$ cat src/rtl/mc14433_readout.sv
`default_nettype none
// =============================================================================
// mc14433_readout : synchronizes the MC14433 scan bus and captures one in-order
// DS1..DS4 frame per EOC into a valid/ready register. Option: READOUT_BIN_EN.
// Rev 1.0
// =============================================================================
module mc14433_readout #(
   parameter int SAMPLE_DLY = 2,
   parameter int TIMEOUT    = 255
) (
   input  logic        CP,
   input  logic        RB,
   input  logic [3:0]  Q,
   input  logic [3:0]  DS,
   input  logic        EOC,
   input  logic        RDY,
   output logic        VLD,
   output logic        HALF,
   output logic        POL,
   output logic        OVR,
   output logic [3:0]  D2,
   output logic [3:0]  D3,
   output logic [3:0]  D4,
   output logic        BERR,
   output logic        SEQERR,
   output logic        DROP,
   output logic [11:0] BIN
);
   localparam logic [3:0]  DLY_TC = SAMPLE_DLY[3:0];
   localparam logic [15:0] TO_TC  = TIMEOUT[15:0];

   typedef enum logic [1:0] {S_IDLE, S_ARMED, S_DLY, S_NEXT} state_t;
   state_t state;

   logic [3:0]  q_m, q_s;
   logic [4:0]  pin_m, pin_s, pin_d;
   logic [3:0]  ds_s, ds_rise, exp_bit;
   logic        eoc_rise, ds_cur, sample, abort, load, re_arm, berr_new;
   logic [1:0]  idx;
   logic [3:0]  dcnt;
   logic [15:0] tcnt;
   logic        armed;
   logic        half_sh, pol_sh, ovr_sh;
   logic [3:0]  d2_sh, d3_sh;

   // Only strobes and EOC need the third copy for edge detection; Q is just sampled.
   always_ff @(posedge CP or negedge RB) begin
      if (!RB) begin
         q_m   <= '0;
         q_s   <= '0;
         pin_m <= '0;
         pin_s <= '0;
         pin_d <= '0;
      end else begin
         q_m   <= Q;
         q_s   <= q_m;
         pin_m <= {EOC, DS};
         pin_s <= pin_m;
         pin_d <= pin_s;
      end
   end

   assign ds_s     = pin_s[3:0];
   assign ds_rise  = pin_s[3:0] & ~pin_d[3:0];
   assign eoc_rise = pin_s[4] & ~pin_d[4];
   assign ds_cur   = ds_s[idx];
   assign exp_bit  = 4'b0001 << (idx + 2'd1);
   assign sample   = (state == S_DLY) && ds_cur && (dcnt == DLY_TC);
   assign load     = sample && (idx == 2'd3) && (!VLD || RDY);
   assign re_arm   = armed || eoc_rise;
   assign berr_new = (d2_sh > 4'd9) || (d3_sh > 4'd9) || (q_s > 4'd9);

   // A wrong strobe wins over the expected one; timeout only matters with no rise.
   always_comb begin
      abort = 1'b0;
      case (state)
         S_DLY:   abort = !ds_cur;
         S_NEXT:  abort = ((ds_rise & ~exp_bit) != 4'd0) ||
                          (((ds_rise & exp_bit) == 4'd0) && (tcnt == TO_TC));
         default: abort = 1'b0;
      endcase
   end

   always_ff @(posedge CP or negedge RB) begin
      if (!RB) begin
         state   <= S_IDLE;
         armed   <= 1'b0;
         idx     <= '0;
         dcnt    <= '0;
         tcnt    <= '0;
         half_sh <= 1'b0;
         pol_sh  <= 1'b0;
         ovr_sh  <= 1'b0;
         d2_sh   <= '0;
         d3_sh   <= '0;
         VLD     <= 1'b0;
         HALF    <= 1'b0;
         POL     <= 1'b0;
         OVR     <= 1'b0;
         D2      <= '0;
         D3      <= '0;
         D4      <= '0;
         BERR    <= 1'b0;
         SEQERR  <= 1'b0;
         DROP    <= 1'b0;
      end else begin
         SEQERR <= abort;
         if (eoc_rise)
            armed <= 1'b1;
         if (VLD && RDY)
            VLD <= 1'b0;
         case (state)
            S_IDLE: begin
               if (armed)
                  state <= S_ARMED;
            end
            S_ARMED: begin
               if (ds_rise[0]) begin
                  state <= S_DLY;
                  idx   <= 2'd0;
                  dcnt  <= 4'd1;
                  if (!eoc_rise)
                     armed <= 1'b0;
               end
            end
            S_DLY: begin
               if (abort) begin
                  state <= re_arm ? S_ARMED : S_IDLE;
               end else if (sample) begin
                  case (idx)
                     2'd0: begin
                        half_sh <= ~q_s[3];
                        pol_sh  <= q_s[2];
                        ovr_sh  <= q_s[0];
                     end
                     2'd1: d2_sh <= q_s;
                     2'd2: d3_sh <= q_s;
                     default: begin
                        if (load) begin
                           VLD  <= 1'b1;
                           HALF <= half_sh;
                           POL  <= pol_sh;
                           OVR  <= ovr_sh;
                           D2   <= d2_sh;
                           D3   <= d3_sh;
                           D4   <= q_s;
                           BERR <= berr_new;
                        end else begin
                           DROP <= 1'b1;
                        end
                     end
                  endcase
                  if (idx == 2'd3) begin
                     state <= re_arm ? S_ARMED : S_IDLE;
                  end else begin
                     state <= S_NEXT;
                     tcnt  <= 16'd1;
                  end
               end else begin
                  dcnt <= dcnt + 4'd1;
               end
            end
            default: begin
               if (abort) begin
                  state <= re_arm ? S_ARMED : S_IDLE;
               end else if ((ds_rise & exp_bit) != 4'd0) begin
                  state <= S_DLY;
                  idx   <= idx + 2'd1;
                  dcnt  <= 4'd1;
               end else begin
                  tcnt <= tcnt + 16'd1;
               end
            end
         endcase
      end
   end

`ifdef READOUT_BIN_EN
   logic [11:0] mag, bin_new;

   always_comb begin
      mag = (half_sh ? 12'd1000 : 12'd0) + ({8'd0, d2_sh} * 12'd100) +
            ({8'd0, d3_sh} * 12'd10) + {8'd0, q_s};
      if (berr_new || ovr_sh)
         bin_new = 12'd0;
      else if (pol_sh)
         bin_new = mag;
      else
         bin_new = -mag;
   end

   always_ff @(posedge CP or negedge RB) begin
      if (!RB)
         BIN <= '0;
      else if (load)
         BIN <= bin_new;
   end
`else
   assign BIN = 12'h000;
`endif

endmodule
`default_nettype wire
$ cat config.mk
export PLATFORM = sky130hd
export DESIGN_NAME = mc14433_readout
export DESIGN_NICKNAME = d
export VERILOG_FILES = /design/src/rtl/mc14433_readout.sv
export SDC_FILE = /design/constraint.sdc
export NUM_CORES = 1
export LEC_CHECK = 0
export BUFFER_PORTS_ARGS = -buffer_cell sky130_fd_sc_hd__buf_2
export CORE_UTILIZATION = 60
export DETAILED_ROUTE_END_ITERATION = 8
export GPL_TIMING_DRIVEN = 0
export HOLD_SLACK_MARGIN = 0.12
export MAX_ROUTING_LAYER = met4
export PLACE_DENSITY = 0.82
export REMOVE_ABC_BUFFERS = 1
export SYNTH_ARGS = -nofsm -noshare
export SYNTH_HDL_FRONTEND = slang
export SYNTH_SLANG_ARGS = --single-unit
$ cat constraint.sdc
create_clock -name CP -period 5.5 [get_ports CP]
set_input_delay 0 -clock CP [delete_from_list [all_inputs] [get_ports CP]]
set_output_delay 0 -clock CP [all_outputs]
set_load 0.05 [all_outputs]
==> metrics.md, run 1 <==
| Metric | Value |
|---|---|
| Run status | complete, no violations |
| Unrepaired setup endpoints after global routing | false |
| Floorplan row count | 27 |
| Synth Instances | 290 |
| Max IR drop VDD | 0.232 mV |
| Global-route wire length before repair | 10400 um |
| Worst Skew | 0.0100 ns |
| Measured slew at the worst slew-check pin | 1.03 ns |
| Die X-Extent | 78.1 um |
| CTS H-tree depth | 3 |
| Number of optimization iterations in the first detailed-route pass | 4 |
| Detailed-route DRC error count | 0 |
| Number of vias after detailed routing | 2266 |
| Summed negative setup slack over all endpoints | 0 ns |
| Worst min path class | in2async |
| Crit path capture type | register |
| LEAKAGE | 1.91 nW |
| Remaining Overflow, GRT | 0 |
| Resize count post-CTS | 0 |
| Average cell area after synthesis | 12.0 um^2 |
| Flip-flop cell with the highest count after synthesis | dfrtp_1 |
| Initial antenna violation count | 0 |
| Number of clock sinks seen by CTS | 78 |
| Vert. Die Dim | 78.1 um |
| Power share of the combinational group | 0.252 |
| CP arrival | 2.82 ns |
| Worst path cell trace | inv_1, ha_1, nor3b_1, a2111oi_4, nand3_2, nor4_1, xnor2_1, nor2_1 |
| Max FO, Critical Path | 15 |
| Number of top-level pins | 43 |
| Detailed Place HPWL | 4160 um |
| Switching power of the nets | 0.525 mW |
| CTS tree | yes |
| Portion of the clock cycle consumed by the worst path in the final layout | 0.469 |
| Worst setup SP type | register |
| DRT Wirelength | 6030 um |
| Violation count after the first detailed-routing iteration | 167 |
| Layout overhead on the synthesized area | 13.8% |
| Internal cell power | 0.936 mW |
| Max-cap violation count | 0 |
| Synth Cell Area | 3480 um^2 |
| Reg power frac | 0.480 |
| Ratio of total power to cell area | 369 nW/um^2 |
| Yosys synthesis warning count | 0 |
| Postcts setup bufs | 0 |
| Clock transition at path regs | 0.08 ns |
| Hold Buf Count CTS | 11 |
| Portion of the post-synthesis area used by sequential elements | 0.562 |
| Layout cells sized above 1 | 0.273 |
| Fmax | 388 MHz |
| Number of nets still failing antenna checks after routing | 0 |
| Slew headroom | 0.306 |
| Family with the most delay on the worst path | simple AND/OR/NAND/NOR gates |
| Largest stage delay on the critical path | 0.48 ns |
| Total core area | 5540 um^2 |
| Share of total power in the clock network | 0.269 |
| Data required time of the worst path | 5.74 ns |
| Maximum clock path buffer count | 2 |
| Final worst hold slack | 0.145 ns |
| Via count of the first global-routing pass | 2184 |
| Post-synth cell types | 49 |
| Number of buffer and inverter instances along the worst setup path | 1 |
| Crit path kind | reg2reg |
| Number of flops mapped to enable cells by yosys | 0 |
| Average wire length per cell after detail routing | 14.6 um |
| RePlAce Congestion | 0.799 |
| Ant diodes | 0 |
| Initial Utilization | 0.627 |
| Via density | 5.49 |
| Switching share of power | 0.359 |
| Number of failing hold endpoints at the final stage | 0 |
| Largest net degree at the start of global routing | 41 |
| Number of failing setup endpoints in the final timing report | 0 |
| Die outline area | 6100 um^2 |
| Max-slew violation count | 0 |
| Tmin final | 2.58 ns |
| Port buffer count | 30 |
| Root buffer selected by CTS | clkbuf_8 |
| Clock insertion delay at the later pin of the skew report | 0.35 ns |
| Slowest-stage cell, CP | dfrtp_1 |
| Ys async rst share | 1.00 |
| Synthesized flop and latch total | 78 |
| Inserted Clock Buffers | 9 |
| Global-route total usage across every layer | 0.229 |
| Final Net Count | 356 |
[cells in the final DEF (no fill, tap or decap), types with 3 or more instances in the layout]
master | synthesis | final
inv_6 | 0 | 4
inv_1 | 13 | 13
ha_1 | 8 | 8
o21ai_0 | 8 | 8
nor4_1 | 9 | 9
buf_2 | 2 | 29
xnor2_1 | 14 | 14
nand4_1 | 3 | 3
nand3b_1 | 3 | 3
nand2b_1 | 5 | 5
nand3_1 | 11 | 11
nor3_1 | 6 | 5
conb_1 | 1 | 12
nor3b_1 | 3 | 3
nand2_1 | 20 | 20
dlygate4sd3_1 | 0 | 11
clkbuf_8 | 0 | 9
dfrtp_1 | 78 | 78
nor2_1 | 27 | 27
mux2_2 | 25 | 25
a21oi_1 | 3 | 3
[registers in the layout (all words and copies together) (netlist names), 2 cells and up]
name   count
q_s        4
state      2
D4         4
d2_sh      4
pin_s      5
D3         4
pin_m      5
D2         4
pin_d      5
d3_sh      4
tcnt      16
idx        2
q_m        4
dcnt       4
[cell families after synthesis]
kind of cell             after synthesis  share of synthesized area
multiplexers                          29                     0.0976
buffers and inverters                 32                     0.0515
adder cells (fa/ha/maj)                8                     0.0288
XOR/XNOR                              14                     0.0353
AO/OA/AOI/OAI                         25                     0.0630
other                                  1                    0.00108
AND/OR/NAND/NOR                      103                      0.161
flip-flops                            78                      0.562
[area by class of cell]
class / count / area [um^2]
sequential: 78 / 1950
multi-input combinational: 191 / 1390
fill: 392 / 1580
tap: 72 / 90.1
clock inverter: 7 / 56.3
timing repair buffer: 43 / 294
inverter: 13 / 48.8
clock buffer: 9 / 124
[synthesized netlist by cell type, types with 2 or more instances]
library cell	count	area, um^2
nor3_1	6	30.0
clkbuf_1	2	7.51
nand2b_1	5	31.3
nand4_1	3	18.8
and3_1	2	12.5
nand3b_1	3	22.5
nand3_1	11	55.1
mux2_2	25	282
nor2_1	27	101
or4_1	2	15.0
a31oi_1	2	12.5
nor4_1	9	56.3
a21oi_1	3	15.0
nor4b_1	2	17.5
nand2_1	20	75.1
mux2i_1	2	20.0
buf_2	2	10.0
o21ai_0	8	40.0
buf_4	15	113
dfrtp_1	78	1950
inv_1	13	48.8
xnor2_1	14	123
ha_1	8	100
nor3b_1	3	22.5
[metrics by stage]
stage	utilization	cell area, um^2	power, mW	instances	setup WS, ns
2_1_floorplan	-	3390	0.970	282	3.23
3_3_place_gp	0.655	3630	1.04	384	2.73
3_5_place_dp	0.662	3670	1.07	386	2.96
4_1_cts	0.714	3960	1.47	413	2.92
5_1_grt	0.714	3960	1.54	413	2.70
6_report	0.714	3960	1.46	413	2.92
[power by group through the flow]
stage,registers (mW),clock network (mW),logic [mW]
floorplan,0.701,0,0.269
global placement,0.703,0,0.337
detailed placement,0.710,0,0.358
CTS,0.699,0.402,0.366
global route,0.710,0.423,0.406
finish,0.701,0.393,0.368
[per-layer routing]
metal,track usage,part of all wire
met1,0.305,0.46
met3,0.0558,0.037
met4,0.0778,0.012
met2,0.347,0.49
met5,-,0
[path summary, 6_finish.rpt]
check	cells after the start	slack, ns	to	from
max	8	2.92	tcnt[15]$_DFFE_PN0P_	idx[0]$_DFFE_PN0P_
min	2	0.15	dcnt[1]$_DFFE_PN0P_	RB
max reg2reg	8	2.92	tcnt[15]$_DFFE_PN0P_	idx[0]$_DFFE_PN0P_
min reg2reg	0	0.35	pin_s[3]$_DFF_PN0_	pin_m[3]$_DFF_PN0_
max in group asynchronous	3	4.79	D4[0]$_DFFE_PN0P_	RB
min in group CP	2	0.28	q_m[2]$_DFF_PN0_	Q[2]
Note: power is estimated with default switching activity, not from simulation.
==> run 2, diff against run 1 <==
CORE_UTILIZATION = 52   (was 60)
PLACE_DENSITY = 0.76   (was 0.82)
clock period = 2.2 ns   (was 5.5 ns; I/O delays follow)
==> metrics.md, run 2 (same netlist as run 1, synthesis figures left out) <==
| Metric | Value |
|---|---|
| Layout filler cell count | 442 |
| Root buffer selected by CTS | clkbuf_8 |
| Initial Utilization | 0.544 |
| Measured slew at the worst slew-check pin | 0.584 ns |
| Register-to-register setup slack | -0.12 ns |
| Sum of met2 wire segment lengths after detailed routing | 3350 um |
| Post-route insts no fill | 437 |
| Switching power of the nets | 1.50 mW |
| RePlAce Congestion | 0.808 |
| Detailed Place HPWL | 3990 um |
| Run status | finished with violations |
| Number of clock sinks seen by CTS | 78 |
| Via density | 5.52 |
| Count of placed standard cells including taps | 390 |
| Reg power frac | 0.439 |
| Share of total power in the clock network | 0.242 |
| Floorplan row count | 29 |
| Die X-Extent | 83.8 um |
| Largest net degree at the start of global routing | 46 |
| Portion of the clock cycle consumed by the worst path in the final layout | 1.06 |
| Power share of the combinational group | 0.319 |
| Switching share of power | 0.371 |
| Layout cells sized above 1 | 0.386 |
| Unrepaired setup endpoints after global routing | true |
| Global-route wire length before repair | 11000 um |
| Internal cell power | 2.54 mW |
| Maximum clock path buffer count | 2 |
| Detailed-routing wirelength on met1 | 3000 um |
| Layout overhead on the synthesized area | 25.8% |
| Worst Skew | 0.0167 ns |
| Vert. Die Dim | 83.8 um |
| Worst setup slack before clock tree synthesis | -0.382 ns |
| Max IR drop VDD | 0.602 mV |
| Max FO, Critical Path | 4 |
| Register containing the most flip-flops in the final layout | tcnt |
| Final Total Pwr | 4.04 mW |
| Tmin final | 2.32 ns |
| Register area | 1950 um^2 |
| Fmax | 430 MHz |
| Worst setup SP type | register |
| Commonest non-fill, non-tap cell in the layout | dfrtp_1 |
| Number of failing hold endpoints at the final stage | 0 |
| Crit path kind | reg2reg |
| Number of vias after detailed routing | 2412 |
| Clock transition at path regs | 0.09 ns |
| Final Net Count | 375 |
| Uppermost metal layer occupied by signal nets | met4 |
| Max-cap violation count | 0 |
| Slew headroom | 0.610 |
| CP arrival | 2.57 ns |
| Core occupancy in the finished layout | 0.685 |
| Total length of routed met3 wires | 330 um |
| Max-slew violation count | 0 |
| CTS H-tree depth | 3 |
| Total core area | 6390 um^2 |
| Via count of the first global-routing pass | 2319 |
| CTS tree | yes |
| Global-route total usage across every layer | 0.207 |
| LEAKAGE | 2.09 nW |
| Worst min path class | in2async |
| Number of failing setup endpoints in the final timing report | 10 |
| Crit path capture type | register |
| Detailed-route DRC error count | 0 |
| Commonest non-fill, non-tap cells in the layout | 76 x dfrtp_1, 29 x buf_2, 26 x nor2_1 |
| Multi-input gate area | 1620 um^2 |
| Number of top-level pins | 43 |
| Data required time of the worst path | 2.44 ns |
| Violation count after the first detailed-routing iteration | 125 |
| Remaining Overflow, GRT | 0 |
| Max reg flops | 16 |
| Failing checks | setup timing |
| DRT Wirelength | 6810 um |
| Ratio of total power to cell area | 923 nW/um^2 |
| Number of optimization iterations in the first detailed-route pass | 5 |
| Average wire length per cell after detail routing | 15.6 um |
| Initial antenna violation count | 0 |
| Number of nets still failing antenna checks after routing | 0 |
| Port buffer count | 30 |
| Post-route worst setup slack | -0.123 ns |
| Clock insertion delay at the later pin of the skew report | 0.36 ns |
| Inserted Clock Buffers | 9 |
| Ant diodes | 0 |
| Die outline area | 7010 um^2 |
[run 2: worst paths after layout]
path,start,to,depth (start not counted)
worst min-delay path,RB,dcnt[2]$_DFFE_PN0P_,2
max in group asynchronous,RB,q_m[2]$_DFF_PN0_,3
worst max-delay path,tcnt[13]$_DFFE_PN0P_,dcnt[1]$_DFFE_PN0P_,6
worst max register to register,tcnt[13]$_DFFE_PN0P_,dcnt[1]$_DFFE_PN0P_,6
worst min register to register,q_m[3]$_DFF_PN0_,q_s[3]$_DFF_PN0_,0
min in group CP,Q[2],q_m[2]$_DFF_PN0_,2
[run 2: metrics by stage]
stage | instance area (um^2) | TNS, ns | hold slack [ns]
3_5_place_dp | 3660 | -10.03 | -0.0326
5_1_grt | 4370 | -1.36 | 0.177
4_1_cts | 4210 | -0.609 | 0.130
2_1_floorplan | 3390 | -0.147 | -0.296
6_report | 4370 | -0.596 | 0.121
3_3_place_gp | 3630 | -12.52 | 0.108
[run 2: area by class of cell]
type                    instances  share of cell area
inverters                      13              0.0117
multi-input cells             191               0.369
clock buffers                   9              0.0283
clock inverters                 7              0.0126
well taps                      77              0.0220
repair buffers                 62               0.109
flip-flops and latches         78               0.447
[run 2: power groups by stage]
stage | clock network [mW] | registers (mW) | logic [mW]
detailed placement | 0 | 1.77 | 0.878
global route | 1.06 | 1.80 | 1.38
CTS | 0.994 | 1.75 | 1.13
finish | 0.978 | 1.77 | 1.29
global placement | 0 | 1.76 | 0.841
floorplan | 0 | 1.75 | 0.672
[run 2: worst max-delay path: stages, from the launching register on]
cell      delay, ns
dfrtp_1        0.39
or4_1          0.52
or4_4          0.59
o211ai_4       0.23
o21ai_4        0.09
nand2_2        0.09
mux2_4         0.29
[run 2: layer usage]
metal  vias up  GRT usage
met4         0     0.0801
met5         -          -
met2        68      0.328
met1      1214      0.254
met3        14     0.0574
li1       1116          -
[run 2: timing repair]
| item | in CTS | in global routing |
|---|---|---|
| gates cloned | 0 | 0 |
| setup buffers | 13 | 7 |
| hold buffers | 11 | 0 |
| endpoints found under the hold margin | 88 | 0 |
| pin swaps | 9 | 13 |
| setup endpoints to repair | 40 | 50 |
| resized for setup | 29 | 19 |
